$ cat config.mk
export PLATFORM = sky130hd
export DESIGN_NAME = hazard_controller
export DESIGN_NICKNAME = d
export VERILOG_FILES = /design/src/rtl/hazard_controller.sv
export SDC_FILE = /design/constraint.sdc
export NUM_CORES = 1
export LEC_CHECK = 0
export ABC_AREA = 1
export ABC_CLOCK_PERIOD_IN_PS = 2770
export CORE_MARGIN = 4
export CORE_UTILIZATION = 27
export DETAILED_ROUTE_END_ITERATION = 6
export PLACE_DENSITY = 0.86
export SKIP_LAST_GASP = 1
export SYNTH_ARGS = -nofsm -noshare
export SYNTH_HDL_FRONTEND = slang
export SYNTH_SLANG_ARGS = --single-unit
$ cat constraint.sdc
create_clock -name clock -period 2.77 [get_ports clock]
set_input_delay 0.831 -clock clock [delete_from_list [all_inputs] [get_ports clock]]
set_output_delay 0.831 -clock clock [all_outputs]
set_load 0.01 [all_outputs]
$ cat src/rtl/hazard_controller.sv
// Hazard controller: load-use, memory-wait and redirect sequencing.
// Optional perf counters under HAZARD_CTRL_PERF_EN.
module hazard_controller #(
  parameter int CORE         = 0,
  parameter int ADDRESS_BITS = 20,
  parameter int CNT_WIDTH    = 32
) (
  input  logic                    clock,
  input  logic                    reset,
  input  logic                    dec_valid,
  input  logic [4:0]              dec_rs1,
  input  logic [4:0]              dec_rs2,
  input  logic                    dec_uses_rs1,
  input  logic                    dec_uses_rs2,
  input  logic [4:0]              ex_rd,
  input  logic [6:0]              ex_opcode,
  input  logic                    ex_redirect,
  input  logic [ADDRESS_BITS-1:0] ex_target,
  input  logic                    mem_busy,
  output logic                    stall_fetch,
  output logic                    stall_decode,
  output logic                    bubble_decode,
  output logic                    flush_fetch,
  output logic                    pc_redirect,
  output logic [ADDRESS_BITS-1:0] pc_target,
  output logic [1:0]              state
`ifdef HAZARD_CTRL_PERF_EN
  ,
  output logic [CNT_WIDTH-1:0]    stall_cycles,
  output logic [CNT_WIDTH-1:0]    flush_count
`endif
);

  typedef enum logic [1:0] {
    RUN     = 2'd0,
    LDUSE   = 2'd1,
    MEMWAIT = 2'd2,
    FLUSH   = 2'd3
  } state_e;

  if (CORE < 0) begin : g_core_chk
    $error("CORE must be non-negative");
  end

  state_e state_q, state_d;
  logic   load_use;

  assign load_use = (ex_opcode == 7'b0000011) && (ex_rd != 5'd0) &&
                    dec_valid &&
                    ((dec_uses_rs1 && dec_rs1 == ex_rd) ||
                     (dec_uses_rs2 && dec_rs2 == ex_rd));

  always_comb begin
    state_d       = state_q;
    stall_fetch   = 1'b0;
    stall_decode  = 1'b0;
    bubble_decode = 1'b0;
    flush_fetch   = 1'b0;
    pc_redirect   = 1'b0;
    pc_target     = '0;
    unique case (state_q)
      RUN: begin
        if (mem_busy) begin
          stall_fetch  = 1'b1;
          stall_decode = 1'b1;
          state_d      = MEMWAIT;
        end else if (ex_redirect) begin
          pc_redirect   = 1'b1;
          pc_target     = ex_target;
          flush_fetch   = 1'b1;
          bubble_decode = 1'b1;
          state_d       = FLUSH;
        end else if (load_use) begin
          stall_fetch   = 1'b1;
          bubble_decode = 1'b1;
          state_d       = LDUSE;
        end
      end
      LDUSE: begin
        if (mem_busy) begin
          stall_fetch  = 1'b1;
          stall_decode = 1'b1;
          state_d      = MEMWAIT;
        end else begin
          state_d = RUN;
        end
      end
      MEMWAIT: begin
        // decode buffer is frozen; a held redirect is taken back in RUN
        if (mem_busy) begin
          stall_fetch  = 1'b1;
          stall_decode = 1'b1;
        end else begin
          state_d = RUN;
        end
      end
      FLUSH: begin
        flush_fetch = 1'b1;
        if (mem_busy) begin
          stall_fetch  = 1'b1;
          stall_decode = 1'b1;
        end else begin
          bubble_decode = 1'b1;
          state_d       = RUN;
        end
      end
      default: state_d = RUN;
    endcase
  end

  always_ff @(posedge clock or negedge reset) begin
    if (!reset) state_q <= RUN;
    else        state_q <= state_d;
  end

  assign state = state_q;

`ifdef HAZARD_CTRL_PERF_EN
  logic [CNT_WIDTH-1:0] stall_q, flush_q;
  logic                 flush_evt;

  assign flush_evt = (state_q == RUN) && (state_d == FLUSH);

  always_ff @(posedge clock or negedge reset) begin
    if (!reset) begin
      stall_q <= '0;
      flush_q <= '0;
    end else begin
      if (stall_fetch && !(&stall_q)) stall_q <= stall_q + CNT_WIDTH'(1);
      if (flush_evt && !(&flush_q))   flush_q <= flush_q + CNT_WIDTH'(1);
    end
  end

  assign stall_cycles = stall_q;
  assign flush_count  = flush_q;
`endif

endmodule

# Word-level counts from Yosys, hierarchy flattened
# Index checks and enable logic that the tools add are counted.
# op_classes
reduce_logical	12
muxes	23
eq_ne	8
# op_table
cell	count
$mux 20	3
$mux 1	11
$eq 5x5->1	2
$mux 2	5
$eq 7x2->1 const B	1
$pmux 1 s2	3
$pmux 2 s3	1
$logic_and 1x1->1	5
$reduce_bool 5->1	1
$eq 2x2->1 const B	2
$ne 4x4->1 const B	1
$reduce_or 4->1	1
$reduce_or 3->1	1
$eq 2x1->1 const B	1
$logic_not 2->1	1
$ne 2x2->1 const B	1
$reduce_and 2->1	1
$reduce_or 2->1	1
$logic_or 1x1->1	1
# word_totals
register_bits	2
elab_cells	44
input_bits	49
output_inout_bits	27

# Logic depth before layout (Yosys ltp)
# logic_depth
word_depth	8
mapped_depth	11
depth_no_buf	11

# Worst setup path before layout
# No wires, ideal clock.
# synth_path
path_type	input -> output
startpoint	input ex_rd[3]
endpoint	output stall_fetch
arrival_time_ps	1586
stages	8
path_slack_ps	353
t_required_ps	1939
path_buffers	0
cell_sequence	inv_1 -> nand2_1 -> nand2_1 -> nor2_2 -> nand3_1 -> nand2_1 -> nand2_2 -> o31ai_1
# synth_between
elab_chain_len	8
word_cells_on_any_way	13
classes_between	2 x eq/ne; 4 x mux; 7 x reduce/logical
# synth_rtl
element	line	rtl
start, declared	15	input logic [4:0] ex_rd,
$eq 5x5->1 (tied with other cells)	50	((dec_uses_rs1 && dec_rs1 == ex_rd) ||
$logic_and 1x1->1 (on tied branches)	50, 48, 51	
$logic_or 1x1->1 or $logic_and 1x1->1 (tied branches)	50, 48	
$logic_and 1x1->1 (*)	49	dec_valid &&
$mux 1 (*)	73	end else if (load_use) begin
$mux 1 (*)	67	end else if (ex_redirect) begin
$mux 1 (*)	63	if (mem_busy) begin
$pmux 1 s2 (*)	61	unique case (state_q)
end, declared	20	output logic stall_fetch,
# Every way passes the cells marked *; elsewhere a longest branch is shown, timed or not.

# Final worst setup path
# layout_path
startpoint	input ex_rd[4]
endpoint	output bubble_decode
# layout_between
elab_chain_len	8
word_cells_on_any_way	13
classes_between	2 x eq/ne; 4 x mux; 7 x reduce/logical
# layout_rtl
element	line	rtl
$eq 5x5->1 (tied with other cells)	50	
$logic_and 1x1->1 (on tied branches)	50, 48, 51	
$logic_or 1x1->1 or $logic_and 1x1->1 (tied branches)	50, 48	
$logic_and 1x1->1 (*)	49	
$mux 1 (*)	73	
$mux 1 (*)	67	
$mux 1 (*)	63	
$pmux 1 s2 (*)	61	
end, declared	22	output logic bubble_decode,
# Marks and branches as above.

==> reports/metrics.yaml <==
firstDrtPassIters: 5
worstSetupStartpointType: "input port"
cp-startpoint: "ex_rd[4]"
portBuffers: 75
synth-seq-area-share_pct: 8.23
synth_cells: 136
gr-total-overflow: 0
start_util_pct: 29.8
synth.avg_cell_area_um2: 4.47
die-area_um2: 3080
final_nets: 283
postLayoutCoreUtil_pct: 68.1
grt_pass1_wl_um: 5020
crit_path_end_kind: "output port"
cts_root_buf: "clkbuf_4"
core_um2: 2040
crit_required_ps: 1940
syn_area_um2: 608
p_leak_nw: 0.900
max_stage_delay_ps: 150
ys_seq_elements: 2
critPathArrivalTime_ps: 1870
critPathBufInv: 3
track_usage_pct: 19.3
worst_pin_slew_ps: 212
num_io_pins: 76
synth_nets: 188
power.density_nw_per_um2: 376
drt_iter0_drc: 21
cap_violations: 0
max_freq_mhz: 370
postCtsHoldBufs: 0
die_y_um: 55.5
rows: 16
routed_via_density: 4.48
slew_headroom_pct: 85.8
ys_warn_count: 0
synth_area_leader_cell: "nand2_1"
place_area_um2: 1450
clockBufferDepth: 2
crit_chain: "buf_2 -> inv_2 -> nand2_1 -> nand2_1 -> nor2_2 -> nand3_1 -> nand2_1 -> nand2_2 -> nand2_2 -> nand2_2 -> a21oi_2 -> buf_2"
rsz0062_at_grt: "false"
outcome: "completed"
dp_hpwl_um: 2370
cp_top_family: "simple AND/OR/NAND/NOR gates"
maxSlewViolCount: 0
num_vias: 1147
grt_pass1_vias: 1226
period_minus_slack_ps: 2700
die_w_um: 55.5
cp_max_fo: 3
drc: 0
cts_buffers: 3
path_clk_slew_ps: 30
grt_max_degree: 21
worstHoldPathType: "flip-flop to flip-flop"
rrSetupSlack_ps: 540
diodes: 0
synth_top_area_share_pct: 25.3
area_delta_synth_final_pct: 129
setup_viol: 0
layout_commonest_cell: "nand2_1"
antenna_left: 0
reg2reg_from: "state[1]$_DFFE_PN0P_"
yosys-top-cells-area: "nand2_1 25%, inv_1 23%, nor2_1 21%"
design_area_um2: 1390
globalplace.congestion: 0.837
cts_tree: "built"
hold_path_startpoint: "state[1]$_DFFE_PN0P_"
synth_cell_types: 15
hold_viol_final: 0
post-place-ws_ps: -783
finalCritPeriodShare_pct: 97.6
htreeDepth: 1
setup_ws_ps: 66.7
routed_wl_um: 2950
largest_reg_flops: 2
post_drt_wl_per_cell_um: 11.5
layout_common_cells: "37 x nand2_1, 35 x inv_1, 31 x nor2_1"
clkSinkCount: 2
crit_type: "input port to output port"
nFillCells: 189
insertion_delay_ps: 230
antenna_found_initial: 0
crit_slowest_cell: "buf_2"
irDropWorstVdd_uv: 245
clock_skew_ps: 7.80
drive_gt1_share_pct: 33.2
-- worst paths after layout --
| check | end | depth (start not counted) |
|---|---|---|
| worst max-delay path | bubble_decode | 12 |
| worst min-delay path | state[1]$_DFFE_PN0P_ | 3 |
| worst max register to register | state[0]$_DFFE_PN0P_ | 16 |
| worst min register to register | state[1]$_DFFE_PN0P_ | 3 |
| max in group asynchronous | state[1]$_DFFE_PN0P_ | 1 |
| min in group asynchronous | state[0]$_DFFE_PN0P_ | 1 |
-- where the power goes --
part           internal, mW  switching (mW)
logic                 0.211           0.197
registers            0.0405         0.00472
clock network        0.0483          0.0213
total                 0.300           0.223
-- cells in the mapped netlist --
cell type	number
a21oi_1	1
a21oi_2	1
buf_4	1
clkbuf_1	2
dfrtp_1	2
ha_1	3
inv_1	37
inv_2	3
nand2_1	41
nand2_2	1
nand3_1	6
nor2_1	34
nor2_2	1
nor3_1	2
o31ai_1	1
-- cells by family (layout without fill, tap and decap cells) --
| kind of cell | count (synthesis) | after routing | synth area share [%] |
|---|---|---|---|
| buffers and inverters | 43 | 136 | 27.2 |
| AND/OR/NAND/NOR | 85 | 85 | 54.9 |
| flip-flops | 2 | 2 | 8.23 |
| adder cells (fa/ha/maj) | 3 | 3 | 6.17 |
| AO/OA/AOI/OAI | 3 | 3 | 3.50 |
-- layer usage --
layer  vias up  routed length (µm)  global-route usage (%)
met4         0                  96                    7.99
met1       490                 942                    17.0
met3        12                 398                    9.79
li1        566                   -                       -
met2        79                1520                    36.5
met5         -                   0                       0
-- final cells by class --
| cell class | count | area (µm²) | share of cell area [%] |
|---|---|---|---|
| Clock buffer | 3 | 22.5 | 1.62 |
| Inverter | 40 | 150 | 10.8 |
| Multi-Input combinational cell | 91 | 415 | 29.9 |
| Sequential cell | 2 | 50.0 | 3.60 |
| Tap cell | 27 | 33.8 | 2.43 |
| Timing Repair Buffer | 93 | 719 | 51.7 |
-- worst register-to-register path, cell delays in order (launching register included) --
cell and delay, ps:
dfrtp_1 360, inv_1 70, ha_1 190, inv_1 90, nor2_2 140, buf_4 130
nand2_2 60, buf_6 110, buf_4 120, buf_4 130, buf_4 120, buf_4 120
buf_4 120, buf_4 120, buf_4 120, buf_4 130, nand2_2 50
-- through the flow --
step / setup TNS [ps] / power, mW / hold slack [ps] / std cells
6_report: 0 / 0.523 / 591 / 256
5_1_grt: 0 / 0.560 / 628 / 256
4_1_cts: 0 / 0.524 / 590 / 257
3_5_place_dp: -11460 / 0.449 / 582 / 243
3_3_place_gp: -10870 / 0.439 / 583 / 243
2_1_floorplan: 0 / 0.207 / 535 / 136
-- what timing repair did --
| item | CTS | global route |
|---|---|---|
| pin swaps | 28 | 19 |
| setup endpoints to repair | 25 | 24 |
| resized for setup | 134 | 35 |
| buffers inserted | 11 | 0 |
No activity file was read; power rests on OpenSTA's default activity.
